### src/rtl/invaders_mem_pkg.sv
// Shared types for the Space Invaders work/video RAM: geometry, return-pipe
// owner tags and the latched CPU request.
package invaders_mem_pkg;

    localparam int RAM_AW = 13;
    localparam int RAM_DW = 8;

    typedef enum logic [1:0] {
        OWN_NONE = 2'd0,
        OWN_CPU  = 2'd1,
        OWN_VID  = 2'd2
    } owner_t;

    typedef struct packed {
        logic [RAM_AW-1:0] addr;
        logic [RAM_DW-1:0] data;
        logic              rw_n;
    } pend_req_t;

    typedef struct packed {
        owner_t     tag1;
        owner_t     tag2;
        logic [3:0] starve_cnt;
        logic       cpu_pend;
        logic       vid_pend;
    } arb_dbg_t;

endpackage

### src/rtl/invaders_ram_arbiter.sv
// Single-port RAM arbiter: CPU (READY-stalled) and video fetcher share one
// spram; video gets priority bounded by STARVE_LIMIT consecutive grants.
module invaders_ram_arbiter
    import invaders_mem_pkg::*;
#(
    parameter int unsigned STARVE_LIMIT = 4
) (
    input  logic              Clock,
    input  logic              Reset_n,
    input  logic              Cpu_Req,
    input  logic              Cpu_RW_n,
    input  logic [RAM_AW-1:0] Cpu_Addr,
    input  logic [RAM_DW-1:0] Cpu_Din,
    output logic [RAM_DW-1:0] Cpu_Dout,
    output logic              Cpu_Ready,
    input  logic              Vid_Req,
    input  logic [RAM_AW-1:0] Vid_Addr,
    output logic [RAM_DW-1:0] Vid_Dout,
    output logic              Vid_Valid,
    output logic              Vid_Overrun,
    output logic [RAM_AW-1:0] Ram_Addr,
    output logic [RAM_DW-1:0] Ram_Din,
    output logic              Ram_RW_n,
    input  logic [RAM_DW-1:0] Ram_Dout,
    output arb_dbg_t          Dbg_State
);

    localparam logic [3:0] STARVE_MAX = 4'(STARVE_LIMIT);

    // Handshake: Cpu_Req/Vid_Req are single-cycle strobes that latch a request.
    // Cpu_Ready drops on the accepting edge and returns high once the write has
    // hit the RAM or the read data sits on Cpu_Dout; Vid_Valid marks Vid_Dout.
    pend_req_t         cpu_req;
    logic              cpu_pend;
    logic              vid_pend;
    logic [RAM_AW-1:0] vid_addr;
    logic [3:0]        starve_cnt;

    logic grant_vid;
    logic grant_cpu;
    logic cpu_accept;

    owner_t tag1, tag2;
    owner_t tag1_next, tag2_next;
    logic   ret_cpu, ret_vid, cpu_rd_inflight;

    always_comb begin
        grant_vid  = vid_pend && (!cpu_pend || (starve_cnt < STARVE_MAX));
        grant_cpu  = cpu_pend && !grant_vid;
        cpu_accept = Cpu_Req && !cpu_pend && !cpu_rd_inflight;
    end

    always_ff @(posedge Clock or negedge Reset_n) begin
        if (!Reset_n) begin
            cpu_pend    <= 1'b0;
            cpu_req     <= '0;
            vid_pend    <= 1'b0;
            vid_addr    <= '0;
            Vid_Overrun <= 1'b0;
        end else begin
            if (cpu_accept) begin
                cpu_pend <= 1'b1;
                cpu_req  <= '{addr: Cpu_Addr, data: Cpu_Din, rw_n: Cpu_RW_n};
            end else if (grant_cpu) begin
                cpu_pend <= 1'b0;
            end
            // A fresh strobe always overwrites; only an un-issued one is lost.
            if (Vid_Req) begin
                vid_pend <= 1'b1;
                vid_addr <= Vid_Addr;
            end else if (grant_vid) begin
                vid_pend <= 1'b0;
            end
            if (Vid_Req && vid_pend && !grant_vid)
                Vid_Overrun <= 1'b1;
        end
    end

    always_ff @(posedge Clock or negedge Reset_n) begin
        if (!Reset_n)
            starve_cnt <= '0;
        else if (grant_cpu || !cpu_pend)
            starve_cnt <= '0;
        else if (grant_vid && (starve_cnt < STARVE_MAX))
            starve_cnt <= starve_cnt + 4'd1;
    end

    always_ff @(posedge Clock or negedge Reset_n) begin
        if (!Reset_n) begin
            Ram_Addr <= '0;
            Ram_Din  <= '0;
            Ram_RW_n <= 1'b1;
        end else begin
            Ram_RW_n <= !(grant_cpu && !cpu_req.rw_n);
            if (grant_vid) begin
                Ram_Addr <= vid_addr;
            end else if (grant_cpu) begin
                Ram_Addr <= cpu_req.addr;
                Ram_Din  <= cpu_req.data;
            end
        end
    end

    // Owner FSM: two tag stages track which requester owns the RAM output.
    always_ff @(posedge Clock or negedge Reset_n) begin
        if (!Reset_n) begin
            tag1 <= OWN_NONE;
            tag2 <= OWN_NONE;
        end else begin
            tag1 <= tag1_next;
            tag2 <= tag2_next;
        end
    end

    always_comb begin
        tag1_next = OWN_NONE;
        if (grant_vid)
            tag1_next = OWN_VID;
        else if (grant_cpu && cpu_req.rw_n)
            tag1_next = OWN_CPU;
        tag2_next = tag1;
    end

    always_comb begin
        ret_cpu         = (tag2 == OWN_CPU);
        ret_vid         = (tag2 == OWN_VID);
        cpu_rd_inflight = (tag1 == OWN_CPU) || (tag2 == OWN_CPU);
    end

    always_ff @(posedge Clock or negedge Reset_n) begin
        if (!Reset_n) begin
            Cpu_Dout  <= '0;
            Vid_Dout  <= '0;
            Vid_Valid <= 1'b0;
            Cpu_Ready <= 1'b1;
        end else begin
            Vid_Valid <= ret_vid;
            if (ret_vid)
                Vid_Dout <= Ram_Dout;
            if (ret_cpu)
                Cpu_Dout <= Ram_Dout;
            // Ram_RW_n low means a CPU write is landing in the RAM this edge.
            if (cpu_accept)
                Cpu_Ready <= 1'b0;
            else if (ret_cpu || !Ram_RW_n)
                Cpu_Ready <= 1'b1;
        end
    end

    assign Dbg_State = '{tag1: tag1, tag2: tag2, starve_cnt: starve_cnt,
                         cpu_pend: cpu_pend, vid_pend: vid_pend};

endmodule

### config.mk
export PLATFORM = sky130hd
export DESIGN_NAME = invaders_ram_arbiter
export DESIGN_NICKNAME = d
export VERILOG_FILES = /design/src/rtl/invaders_mem_pkg.sv /design/src/rtl/invaders_ram_arbiter.sv
export SDC_FILE = /design/constraint.sdc
export NUM_CORES = 1
export LEC_CHECK = 0
export CAP_MARGIN = 20
export CELL_PAD_IN_SITES_DETAIL_PLACEMENT = 1
export CELL_PAD_IN_SITES_GLOBAL_PLACEMENT = 2
export CORE_MARGIN = 5
export CORE_UTILIZATION = 34
export DETAILED_ROUTE_END_ITERATION = 6
export PLACE_DENSITY_LB_ADDON = 0.1
export REMOVE_ABC_BUFFERS = 1
export SYNTH_ARGS = -nofsm -noshare
export SYNTH_HDL_FRONTEND = slang
export SYNTH_SLANG_ARGS = --single-unit
export TNS_END_PERCENT = 50
### constraint.sdc
create_clock -name Clock -period 4.75 [get_ports Clock]
set_input_delay 1.425 -clock Clock [delete_from_list [all_inputs] [get_ports Clock]]
set_output_delay 1.425 -clock Clock [all_outputs]
set_load 0.005 [all_outputs]
==> impl_metrics.tcl <==
set metrics [dict create \
    cts_setup_buffers 0 \
    grt_setup_unrepaired "no" \
    cp_num_cells 1 \
    syn_area_sq_um 3289 \
    ys_ff_latch 86 \
    fp-row-count 36 \
    htree_levels 3 \
    seqPwrFrac_pct 44.2 \
    viasPerCell 4.620 \
    synth_cell_type_count 26 \
    yosysWarnings 0 \
    yosysSeqAreaShare_pct 65.50 \
    first_pass_iters 4 \
    critical_path_required_ns 3.32 \
    finalSetupViolCount 0 \
    syn_avg_cell_area_sq_um 15.81 \
    critical_path.slowest_cell "clkdlybuf4s50_1" \
    chipHeight_um 108.4 \
    grt_antenna_before_repair 0 \
    p_leak_uw 0.001944 \
    drt_wl_total_um 7391 \
    placed_area_sq_um 4368 \
    synth_top_area_share_pct 63.90 \
    r2r_end "Ram_Din[7]$_DFFE_PN0P_" \
    p_int_uw 1945 \
    cts_root_buffer "clkbuf_8" \
    r2r_setup_slack_ns 2.77 \
    critical-path-max-stage-delay_ns 0.60 \
    synthTopCellsByCount "dfrtp_1 (84), mux2_2 (58), and2_1 (16), a221o_1 (13), clkbuf_1 (5)" \
    cp-endpoint "Dbg_State[1]" \
    nets 355 \
    critPathKind "flip-flop to primary output" \
    drive_gt1_share_pct 26.60 \
    worstPathMaxFanout 9 \
    tns_ns 0 \
    skew_ns 0.007739 \
    synth-edff-count 0 \
    clock-sinks 86 \
    comb_power_share_pct 30.5 \
    synthCells 208 \
    io_pins 98 \
    drc 0 \
    maxCapViolations 0 \
    switching_share_pct 24.72 \
    fin_crit_ns 2.912 \
    synthArstFlopShare_pct 100.0 \
    cts_tree "yes" \
    numCtsBuffers 9 \
    startpoint_type "flip-flop" \
    cp.arrival_ns 1.49 \
    num_vias 2056 \
    antenna_cells 0 \
    antenna_left 0 \
    reg2reg_from "cpu_pend$_DFFE_PN0P_" \
    synth_top_area_cell "dfrtp_1" \
    gp_congestion 0.6687 \
    worstSkewPairLatency_ns 0.35 \
    die_x_um 108.4 \
    cts_resized 0 \
    synth.most_common_cell "dfrtp_1" \
    dieArea_sq_um 11740 \
    clk_pin_slew_ns 0.08 \
    cp_cell_sequence "clkdlybuf4s50_1" \
    dp_hpwl_um 5043 \
    crit_family "buffers and inverters" \
    max_freq_mhz 343.4 \
    grt_max_degree 87 \
    grt_overflow_total 0 \
    finalHoldViolations 0 \
    portBuffers 97 \
    n_fill_cell 980 \
    synthTopCellsByArea "dfrtp_1 (64%), mux2_2 (20%), a221o_1 (4.0%)" \
    initial_core_util_pct 34.29 \
    fin_area_sq_um 4651 \
    powerDensity_nw_per_um2 555.6 \
    startpoint "cpu_pend$_DFFE_PN0P_" \
    synth_ff_type "dfrtp_1" \
    synthToLayoutAreaGrowth_pct 41.38 \
    status "finished, final reports clean" \
    layout_worst_path_cycle_share_pct 61.31 \
    drt_iter0_markers 37 \
    max_slew_margin_pct 40.82 \
    clockBufferDepth 2 \
    hold_class "flip-flop to flip-flop" \
    timing.hold.ws_ns 0.3983 \
    coreArea_sq_um 9594 \
    peakVddDrop_mv 0.1821 \
    reg2regPathDepth 3 \
    critPathBufInv 1 \
    power_uw 2584 \
    worstSetupEndpointType "primary output" \
    grt_pass1_wl_um 11930 \
    track_usage_pct 13.50 \
    grt_pass1_vias 2240 \
    pwr-share-clk_pct 25.3 \
    cts_hold_buf 0 \
    tightestPinTransition_ns 0.8844 \
    p_sw_uw 638.6 \
    finalMaxSlewViolations 0 \
    avgRoutedWirePerCell_um 16.61 \
]
per-layer routing:
layer / wire length (um) / track usage (%)
met3: 491 / 3.522
met2: 3553 / 21.27
met4: 122 / 6.222
met5: 0 / 0
met1: 3223 / 17.46
how the worst min path moves through the flow:
| stage | cells after the start | to | from |
|---|---|---|---|
| after floorplan | 0 | tag2[0]$_DFF_PN0_ | tag1[0]$_DFF_PN0_ |
| after global placement | 0 | tag2[0]$_DFF_PN0_ | tag1[0]$_DFF_PN0_ |
| after detailed placement | 0 | tag2[0]$_DFF_PN0_ | tag1[0]$_DFF_PN0_ |
| after CTS | 0 | tag2[0]$_DFF_PN0_ | tag1[0]$_DFF_PN0_ |
| after global routing | 0 | tag2[0]$_DFF_PN0_ | tag1[0]$_DFF_PN0_ |
| final | 0 | tag2[0]$_DFF_PN0_ | tag1[0]$_DFF_PN0_ |
cell type report:
type                            count  area [sq um]  share of cell area (%)
Inverter                            1         3.754                 0.08071
Clock buffer                       12         135.1                   2.906
Tap cell                          133         166.4                   3.578
Sequential cell                    86          2155                   46.33
Timing Repair Buffer              101          1018                   21.90
Clock inverter                      4         120.1                   2.583
Multi-Input combinational cell    108          1052                   22.63
per-stage QoR:
stage | util (%) | setup WS [ns] | std cells
2_1_floorplan | - | 1.967 | 195
3_3_place_gp | 45.53 | 1.781 | 428
3_5_place_dp | 45.53 | 1.764 | 428
4_1_cts | 48.19 | 1.831 | 444
5_1_grt | 48.47 | 1.771 | 445
6_report | 48.47 | 1.838 | 445
cell families (layout without fill, tap and decap cells):
kind of cell / count (synthesis) / after routing / synth area share [%]
buffers and inverters: 14 / 118 / 2.624
AO/OA/AOI/OAI: 17 / 17 / 4.983
AND/OR/NAND/NOR: 30 / 30 / 6.200
flip-flops: 86 / 86 / 65.50
multiplexers: 59 / 59 / 20.20
other: 1 / 1 / 0.1140
adder cells (fa/ha/maj): 1 / 1 / 0.3803
flip-flops by register name, summed over array words and instances, names as in the netlist, 2 cells and up:
name	flops
Cpu_Dout	8
Vid_Dout	8
starve_cnt	4
vid_addr	13
Ram_Din	8
tag1	2
cpu_req	22
tag2	2
Ram_Addr	13
layout by cell type (no fill, tap or decap):
cell type	count
clkdlybuf4s50_1	96
dfrtp_1	84
mux2_2	58
and2_1	16
a221o_1	13
clkbuf_8	9
nor2_1	4
bufinv_16	4
buf_4	4
clkbuf_1	3
dfstp_2	2
nand2b_1	2
or2b_1	1
inv_1	1
a21boi_2	1
nor2b_4	1
nor2b_1	1
nor4b_4	1
mux2_1	1
or2_2	1
a41o_1	1
nand3_1	1
a31o_2	1
a21boi_1	1
nor3b_1	1
and3_1	1
ha_1	1
buf_16	1
conb_1	1
power by group through the flow:
stage / Combinational (uW) / Sequential [uW] / Clock [uW]
floorplan: 331 / 1140 / 0
global placement: 794 / 1160 / 0
detailed placement: 804 / 1160 / 0
CTS: 806 / 1150 / 676
global route: 857 / 1180 / 704
finish: 789 / 1140 / 654
Power figures use the tool's default switching activity.
